==> src/rtl/hex_scan_pkg.sv <==
`default_nettype none
// ============================================================================
// Module      : hex_scan_pkg
// Description : Shared definitions for the hex scan sequencer. Holds the
//               sequencer state enumeration and the default values of the
//               sequencer parameters.
// Revision    : 1.0 - initial release
// ============================================================================
package hex_scan_pkg;

    localparam int C_DEF_DATA_LEN   = 64;
    localparam int C_DEF_X_BITS     = 7;
    localparam int C_DEF_Y_BITS     = 7;
    localparam int C_DEF_WIDTH      = 128;
    localparam int C_DEF_HEIGHT     = 64;
    localparam int C_DEF_COLOR_BITS = 16;
    localparam int C_DEF_LATENCY    = 4;
    localparam int C_DEF_FIFO_DEPTH = 8;

    typedef enum logic [1:0] {
        ST_IDLE  = 2'd0,
        ST_SNAP  = 2'd1,
        ST_SCAN  = 2'd2,
        ST_DRAIN = 2'd3
    } scan_state_t;

endpackage
`default_nettype wire

==> src/rtl/hex_scan_fifo.sv <==
`default_nettype none
// ============================================================================
// Module      : hex_scan_fifo
// Description : Synchronous first-word-fall-through FIFO. The head entry is
//               presented on rd_data whenever empty is low; rd_en pops it.
//               Writes to a full FIFO and reads from an empty one are ignored.
// Ports       : clk, reset (async, active-high)
//               wr_en / wr_data  - push side
//               rd_en / rd_data  - pop side (head visible without a read)
//               empty            - no entry stored
//               count            - number of stored entries (0..DEPTH)
// Revision    : 1.0 - initial release
// ============================================================================
module hex_scan_fifo #(
    parameter int WIDTH = 16,
    parameter int DEPTH = 8
) (
    input  logic                         clk,
    input  logic                         reset,
    input  logic                         wr_en,
    input  logic [WIDTH-1:0]             wr_data,
    input  logic                         rd_en,
    output logic [WIDTH-1:0]             rd_data,
    output logic                         empty,
    output logic [$clog2(DEPTH+1)-1:0]   count
);

    localparam int c_aw = $clog2(DEPTH);
    localparam int c_cw = $clog2(DEPTH + 1);
    localparam logic [c_cw-1:0] c_cnt_one = c_cw'(1);
    localparam logic [c_aw-1:0] c_ptr_one = c_aw'(1);
    localparam logic [c_cw-1:0] c_cnt_full = c_cw'(DEPTH);

    logic [WIDTH-1:0] r_mem [DEPTH];
    logic [c_aw-1:0]  r_wr_ptr;
    logic [c_aw-1:0]  r_rd_ptr;
    logic [c_cw-1:0]  r_count;
    logic             w_wr;
    logic             w_rd;

    assign w_wr    = wr_en && (r_count != c_cnt_full);
    assign w_rd    = rd_en && (r_count != '0);
    assign empty   = (r_count == '0);
    assign count   = r_count;
    assign rd_data = r_mem[r_rd_ptr];

    // Storage is not reset; only pointers and occupancy are.
    always_ff @(posedge clk) begin
        if (w_wr) begin
            r_mem[r_wr_ptr] <= wr_data;
        end
    end

    // DEPTH is a power of two, so the pointers wrap naturally.
    always_ff @(posedge clk or posedge reset) begin
        if (reset) begin
            r_wr_ptr <= '0;
            r_rd_ptr <= '0;
            r_count  <= '0;
        end else begin
            if (w_wr) begin
                r_wr_ptr <= r_wr_ptr + c_ptr_one;
            end
            if (w_rd) begin
                r_rd_ptr <= r_rd_ptr + c_ptr_one;
            end
            case ({w_wr, w_rd})
                2'b10:   r_count <= r_count + c_cnt_one;
                2'b01:   r_count <= r_count - c_cnt_one;
                default: r_count <= r_count;
            endcase
        end
    end

endmodule
`default_nettype wire

==> src/rtl/hex_scan_sequencer.sv <==
`default_nettype none
// ============================================================================
// Module      : hex_scan_sequencer
// Description : Walks a C_WIDTH x C_HEIGHT raster, issuing one coordinate per
//               clock to a pipelined decoder whose color returns C_LATENCY
//               clocks later. Colors land in an output FIFO and stream out
//               over a valid/ready pixel interface. Issue is credit-limited so
//               the FIFO can never overflow.
// Ports       : clk, reset (async, active-high)
//               start                      - frame request (IDLE only)
//               data_in                    - live hex data word
//               dec_x, dec_y, dec_data     - decoder request
//               dec_color                  - decoder response
//               pix_data/valid/ready/last  - pixel stream
//               busy, frame_done           - status
// Config      : HEX_SCAN_SNAPSHOT_EN - when defined, data_in is captured in
//               SNAP and held on dec_data for the whole frame; otherwise
//               dec_data follows data_in combinationally.
// Revision    : 1.0 - initial release
// ============================================================================
module hex_scan_sequencer
    import hex_scan_pkg::*;
#(
    parameter int C_DATA_LEN   = C_DEF_DATA_LEN,
    parameter int C_X_BITS     = C_DEF_X_BITS,
    parameter int C_Y_BITS     = C_DEF_Y_BITS,
    parameter int C_WIDTH      = C_DEF_WIDTH,
    parameter int C_HEIGHT     = C_DEF_HEIGHT,
    parameter int C_COLOR_BITS = C_DEF_COLOR_BITS,
    parameter int C_LATENCY    = C_DEF_LATENCY,
    parameter int C_FIFO_DEPTH = C_DEF_FIFO_DEPTH
) (
    input  logic                    clk,
    input  logic                    reset,
    input  logic                    start,
    input  logic [C_DATA_LEN-1:0]   data_in,
    output logic [C_X_BITS-1:0]     dec_x,
    output logic [C_Y_BITS-1:0]     dec_y,
    output logic [C_DATA_LEN-1:0]   dec_data,
    input  logic [C_COLOR_BITS-1:0] dec_color,
    output logic [C_COLOR_BITS-1:0] pix_data,
    output logic                    pix_valid,
    input  logic                    pix_ready,
    output logic                    pix_last,
    output logic                    busy,
    output logic                    frame_done
);

    localparam int c_cw = $clog2(C_FIFO_DEPTH + 1);
    localparam int c_pw = C_X_BITS + C_Y_BITS + 1;
    localparam logic [C_X_BITS-1:0] c_x_last  = C_X_BITS'(C_WIDTH - 1);
    localparam logic [C_Y_BITS-1:0] c_y_last  = C_Y_BITS'(C_HEIGHT - 1);
    localparam logic [c_pw-1:0]     c_pix_end = c_pw'(C_WIDTH * C_HEIGHT - 1);
    localparam logic [c_cw:0]       c_depth   = (c_cw + 1)'(C_FIFO_DEPTH);
    localparam logic [C_X_BITS-1:0] c_x_one   = C_X_BITS'(1);
    localparam logic [C_Y_BITS-1:0] c_y_one   = C_Y_BITS'(1);
    localparam logic [c_pw-1:0]     c_pix_one = c_pw'(1);
    localparam logic [c_cw-1:0]     c_inf_one = c_cw'(1);

    scan_state_t               r_state;
    scan_state_t               w_state_nxt;
    logic [C_X_BITS-1:0]       r_x;
    logic [C_Y_BITS-1:0]       r_y;
    logic [C_X_BITS-1:0]       r_hold_x;
    logic [C_Y_BITS-1:0]       r_hold_y;
    logic [c_cw-1:0]           r_inflight;
    logic [c_cw-1:0]           w_fifo_count;
    logic [c_cw:0]             w_used;
    logic [c_pw-1:0]           r_pix_cnt;
    logic                      r_frame_done;
    logic                      w_has_credit;
    logic                      w_issue;
    logic                      w_tag_exit;
    logic                      w_coord_last;
    logic                      w_accept;
    logic                      w_fifo_empty;
    logic [C_COLOR_BITS-1:0]   w_fifo_rd;

    // ------------------------------------------------------------------
    // Credit: every issued coordinate owns a FIFO slot from issue until
    // its pixel is popped, so issue stops once stored + inflight = depth.
    // ------------------------------------------------------------------
    assign w_used       = {1'b0, w_fifo_count} + {1'b0, r_inflight};
    assign w_has_credit = (w_used < c_depth);
    assign w_issue      = (r_state == ST_SCAN) && w_has_credit;
    assign w_coord_last = (r_x == c_x_last) && (r_y == c_y_last);

    // The coordinate is presented in the issue clock itself so that a
    // zero-latency decoder can answer in the same clock; between issues
    // the last issued coordinate is held.
    assign dec_x = w_issue ? r_x : r_hold_x;
    assign dec_y = w_issue ? r_y : r_hold_y;

    assign pix_valid  = !w_fifo_empty;
    assign pix_data   = pix_valid ? w_fifo_rd : '0;
    assign pix_last   = pix_valid && (r_pix_cnt == c_pix_end);
    assign w_accept   = pix_valid && pix_ready;
    assign busy       = (r_state != ST_IDLE);
    assign frame_done = r_frame_done;

    // ------------------------------------------------------------------
    // State machine
    // ------------------------------------------------------------------
    always_ff @(posedge clk or posedge reset) begin
        if (reset) begin
            r_state <= ST_IDLE;
        end else begin
            r_state <= w_state_nxt;
        end
    end

    always_comb begin
        w_state_nxt = r_state;
        case (r_state)
            ST_IDLE:  if (start) w_state_nxt = ST_SNAP;
            ST_SNAP:  w_state_nxt = ST_SCAN;
            ST_SCAN:  if (w_issue && w_coord_last) w_state_nxt = ST_DRAIN;
            ST_DRAIN: if (w_accept && pix_last) w_state_nxt = ST_IDLE;
            default:  w_state_nxt = ST_IDLE;
        endcase
    end

    // ------------------------------------------------------------------
    // Raster counters, held coordinate, output pixel counter, done pulse
    // ------------------------------------------------------------------
    always_ff @(posedge clk or posedge reset) begin
        if (reset) begin
            r_x          <= '0;
            r_y          <= '0;
            r_hold_x     <= '0;
            r_hold_y     <= '0;
            r_pix_cnt    <= '0;
            r_frame_done <= 1'b0;
        end else begin
            if (r_state == ST_SNAP) begin
                r_x <= '0;
                r_y <= '0;
            end else if (w_issue) begin
                r_hold_x <= r_x;
                r_hold_y <= r_y;
                if (r_x == c_x_last) begin
                    r_x <= '0;
                    r_y <= (r_y == c_y_last) ? '0 : r_y + c_y_one;
                end else begin
                    r_x <= r_x + c_x_one;
                end
            end

            if (r_state == ST_SNAP) begin
                r_pix_cnt <= '0;
            end else if (w_accept) begin
                r_pix_cnt <= r_pix_cnt + c_pix_one;
            end

            r_frame_done <= (r_state == ST_DRAIN) && w_accept && pix_last;
        end
    end

    // ------------------------------------------------------------------
    // Issue tag pipeline: aligns FIFO writes with the decoder latency.
    // ------------------------------------------------------------------
    generate
        if (C_LATENCY == 0) begin : g_tag_bypass
            assign w_tag_exit = w_issue;
        end else begin : g_tag_pipe
            logic [C_LATENCY-1:0] r_tag;
            always_ff @(posedge clk or posedge reset) begin
                if (reset) begin
                    r_tag <= '0;
                end else begin
                    r_tag[0] <= w_issue;
                    for (int i = 1; i < C_LATENCY; i++) begin
                        r_tag[i] <= r_tag[i-1];
                    end
                end
            end
            assign w_tag_exit = r_tag[C_LATENCY-1];
        end
    endgenerate

    always_ff @(posedge clk or posedge reset) begin
        if (reset) begin
            r_inflight <= '0;
        end else begin
            case ({w_issue, w_tag_exit})
                2'b10:   r_inflight <= r_inflight + c_inf_one;
                2'b01:   r_inflight <= r_inflight - c_inf_one;
                default: r_inflight <= r_inflight;
            endcase
        end
    end

    hex_scan_fifo #(
        .WIDTH (C_COLOR_BITS),
        .DEPTH (C_FIFO_DEPTH)
    ) u_fifo (
        .clk     (clk),
        .reset   (reset),
        .wr_en   (w_tag_exit),
        .wr_data (dec_color),
        .rd_en   (w_accept),
        .rd_data (w_fifo_rd),
        .empty   (w_fifo_empty),
        .count   (w_fifo_count)
    );

    // ------------------------------------------------------------------
    // Data word to the decoder
    // ------------------------------------------------------------------
`ifdef HEX_SCAN_SNAPSHOT_EN
    logic [C_DATA_LEN-1:0] r_data;
    always_ff @(posedge clk or posedge reset) begin
        if (reset) begin
            r_data <= '0;
        end else if (r_state == ST_SNAP) begin
            r_data <= data_in;
        end
    end
    assign dec_data = r_data;
`else
    assign dec_data = data_in;
`endif

endmodule
`default_nettype wire
==> config.mk <==
export PLATFORM = sky130hd
export DESIGN_NAME = hex_scan_sequencer
export DESIGN_NICKNAME = d
export VERILOG_FILES = /design/src/rtl/hex_scan_pkg.sv /design/src/rtl/hex_scan_fifo.sv /design/src/rtl/hex_scan_sequencer.sv
export SDC_FILE = /design/constraint.sdc
export NUM_CORES = 1
export LEC_CHECK = 0
export ABC_CLOCK_PERIOD_IN_PS = 2980
export CORE_MARGIN = 10
export CORE_UTILIZATION = 48
export CTS_BUF_LIST = sky130_fd_sc_hd__clkbuf_4
export DETAILED_ROUTE_END_ITERATION = 8
export PLACE_DENSITY = 0.84
export SLEW_MARGIN = 20
export SYNTH_ARGS = -nofsm -noshare
export SYNTH_HDL_FRONTEND = slang
export SYNTH_SLANG_ARGS = --single-unit
==> constraint.sdc <==
create_clock -name clk -period 2.98 [get_ports clk]
set_input_delay 0.745 -clock clk [delete_from_list [all_inputs] [get_ports clk]]
set_output_delay 0.745 -clock clk [all_outputs]
set_load 0.05 [all_outputs]
==> qor.yml <==
core_um2: 17900
violations: "negative setup slack"
nets: 758
layout_common_cells: "128 x edfxtp_1, 58 x dfrtp_1, 50 x nor2_1, 44 x nand2_1, 38 x buf_4"
cts_root_buf: "clkbuf_4"
ys_seq_area_frac: 0.625
wl_met1_mm: 7.17
avgSynthCellArea_um2: 14.1
grt_max_degree: 33
wirelength_mm: 19.1
synthCells: 617
tns_ns: -0.288
synth_enable_flop_cells: 128
rows: 49
yosys.cell_types.count: 46
slowest_delay_ns: 0.47
cts.clk_slew.worst_paths_ns: 0.17
cts.sinks: 192
grt.overflow.total: 0
hp-class: "reg -> reg"
final-setup-viol-count: 14
synth_ff_type: "edfxtp_1"
fin_crit_ns: 3.02
die_x_um: 155
fp.dieH_um: 155
grt_pass1_vias: 5490
postRouteAntennaNets: 0
first_pass_iters: 4
whs_endpoint: "g_tag_pipe.r_tag[1]"
arrival_ns: 2.27
skew_ns: 0.0312
worst_slack_ns: -0.0366
critical_path_class: "reg -> out"
cp.required_ns: 2.24
reg2reg_depth: 10
antenna_found_initial: 0
drt-initial-drc-count: 359
clockBufferDepth: 2
dp_hpwl_mm: 12.5
slew_headroom: 0.643
synth_fp_nets: 721
start_util: 0.486
cp-end-kind: "output port"
port_buffers: 53
grt_pass1_wl_mm: 30.0
start_kind: "flip-flop"
wl_met2_mm: 9.76
io_pins: 182
vias: 5037
synth_seq_cells: 192
cts_made_buffers: 17
cp-startpoint: "u_fifo.count[3]"
drcViolationCount: 0
gp_congestion: 0.845
status: "finished, violations left"
regToRegEndpoint: "u_fifo.count[3]"
routed_via_density: 5.62
hold_depth: 0
fmax_mhz: 332
dp.cells: 842
vdd.ir_drop.worst_v: 0.000834
worstReg2RegStart: "u_fifo.count[1]"
critPathSlowestCell: "dfrtp_2"
area_growth_pct: 16.3
hold_viol: 0
hp-start: "g_tag_pipe.r_tag[0]"
worst_pin_slew_ns: 0.533
cap_violations: 0
clkLatencyLatePin_ns: 0.55
fin_cells: 897
mostFrequentLayoutCell: "edfxtp_1"
timing.reg2reg.setup_slack_ns: 0.34
yosys_warnings: 0
path_buf_inv: 3
leakagePower_nw: 3.88
timing.final.crit_share: 1.01
power.density_nw_per_um2: 918
slew_viol_final: 0
rsz0062_at_grt: "true"
top_layer_used: "met4"
cp_max_fo: 7
async_flop_share: 0.333
path_cells: "ha_4, nor4b_4, a21bo_4, inv_4, buf_8, nand2_1, nand2_2, buf_12"
avgRoutedWirePerCell_um: 21.3
grt.total_usage: 0.158
syn_area_um2: 8710
layout-drive-gt1-share: 0.328
die_area_um2: 23900
wl_met3_mm: 1.43
critical-path-top-delay-family: "flip-flops"
cts_max_level: 4
cts_tree: "done"
==> per-layer routing <==
layer  GRT usage  vias to the layer above
met5           0                        -
met4      0.0751                        0
met3      0.0519                       72
met2       0.264                      200
met1       0.178                     2533
li1            -                     2232
==> flip-flops by register name, indices dropped and copies added (netlist names) <==
signal	cells
r_inflight	4
frame_done	1
g_tag_pipe.r_tag	4
u_fifo.count	4
u_fifo.r_rd_ptr	3
u_fifo.r_mem	128
r_y	7
r_pix_cnt	15
r_hold_x	7
r_x	7
u_fifo.r_wr_ptr	3
r_state	2
r_hold_y	7
==> cell type report <==
class,instances,area (µm²)
Antenna cell,1,2.50
Clock buffer,17,128
Clock inverter,15,154
Fill cell,1340,7770
Inverter,14,55.1
Multi-Input combinational cell,326,2830
Sequential cell,192,5460
Tap cell,229,287
Timing Repair Buffer,103,1220
==> logic make-up (layout without fill, tap and decap cells) <==
family	count (synthesis)	in the layout	share of synthesized area
AO/OA/AOI/OAI	32	32	0.0264
other	0	1	0
XOR/XNOR	30	30	0.0302
flip-flops	192	192	0.625
AND/OR/NAND/NOR	180	180	0.0951
multiplexers	64	64	0.122
adder cells (fa/ha/maj)	20	20	0.0296
buffers and inverters	99	149	0.0709
==> synth_stat cells, types with 13 or more instances <==
cell type	number	area (µm²)
ha_1	19	238
edfxtp_1	128	3840
buf_4	64	480
nand2_1	72	270
mux4_2	32	721
mux2i_1	16	160
dfrtp_1	64	1600
mux2_2	15	169
inv_1	14	52.6
clkbuf_1	15	56.3
nor2_1	52	195
xor2_1	18	158
a21oi_1	13	65.1
==> power breakdown <==
| group | switching [mW] | leakage, nW | internal (mW) |
|---|---|---|---|
| clock network | 0.965 | 0.145 | 0.374 |
| registers | 0.268 | 2.00 | 3.15 |
| logic | 2.45 | 1.74 | 2.10 |
==> worst max path at each step <==
stage / end / cells after the start / slack [ns]
global placement: u_fifo.count[3] / 10 / 0.19
finish: dec_x[3] / 8 / -0.04
global route: pix_data[2] / 5 / -0.16
floorplan: dec_x[0] / 8 / 0.009
detailed placement: u_fifo.count[3] / 10 / 0.13
CTS: pix_data[2] / 5 / -0.07
==> timing repair <==
| item | 4_1_cts | 5_1_grt |
|---|---|---|
| gates resized for setup | 55 | 15 |
| pin swaps | 15 | 5 |
| gates cloned | 1 | 1 |
| hold buffers | 0 | 0 |
| buffers inserted | 13 | 7 |
| endpoints found under the setup margin | 33 | 31 |
==> through the flow <==
step	hold WS (ns)	util	setup WS, ns	power [mW]	area [µm²]
6_report	0.372	0.566	-0.0366	9.30	10100
4_1_cts	0.373	0.559	-0.0685	9.13	10000
2_1_floorplan	0.331	-	0.00945	6.24	8730
5_1_grt	0.381	0.566	-0.162	9.80	10100
3_5_place_dp	0.337	0.526	0.132	7.41	9420
3_3_place_gp	0.337	0.526	0.191	7.23	9420
No activity file was read; power rests on OpenSTA's default activity.
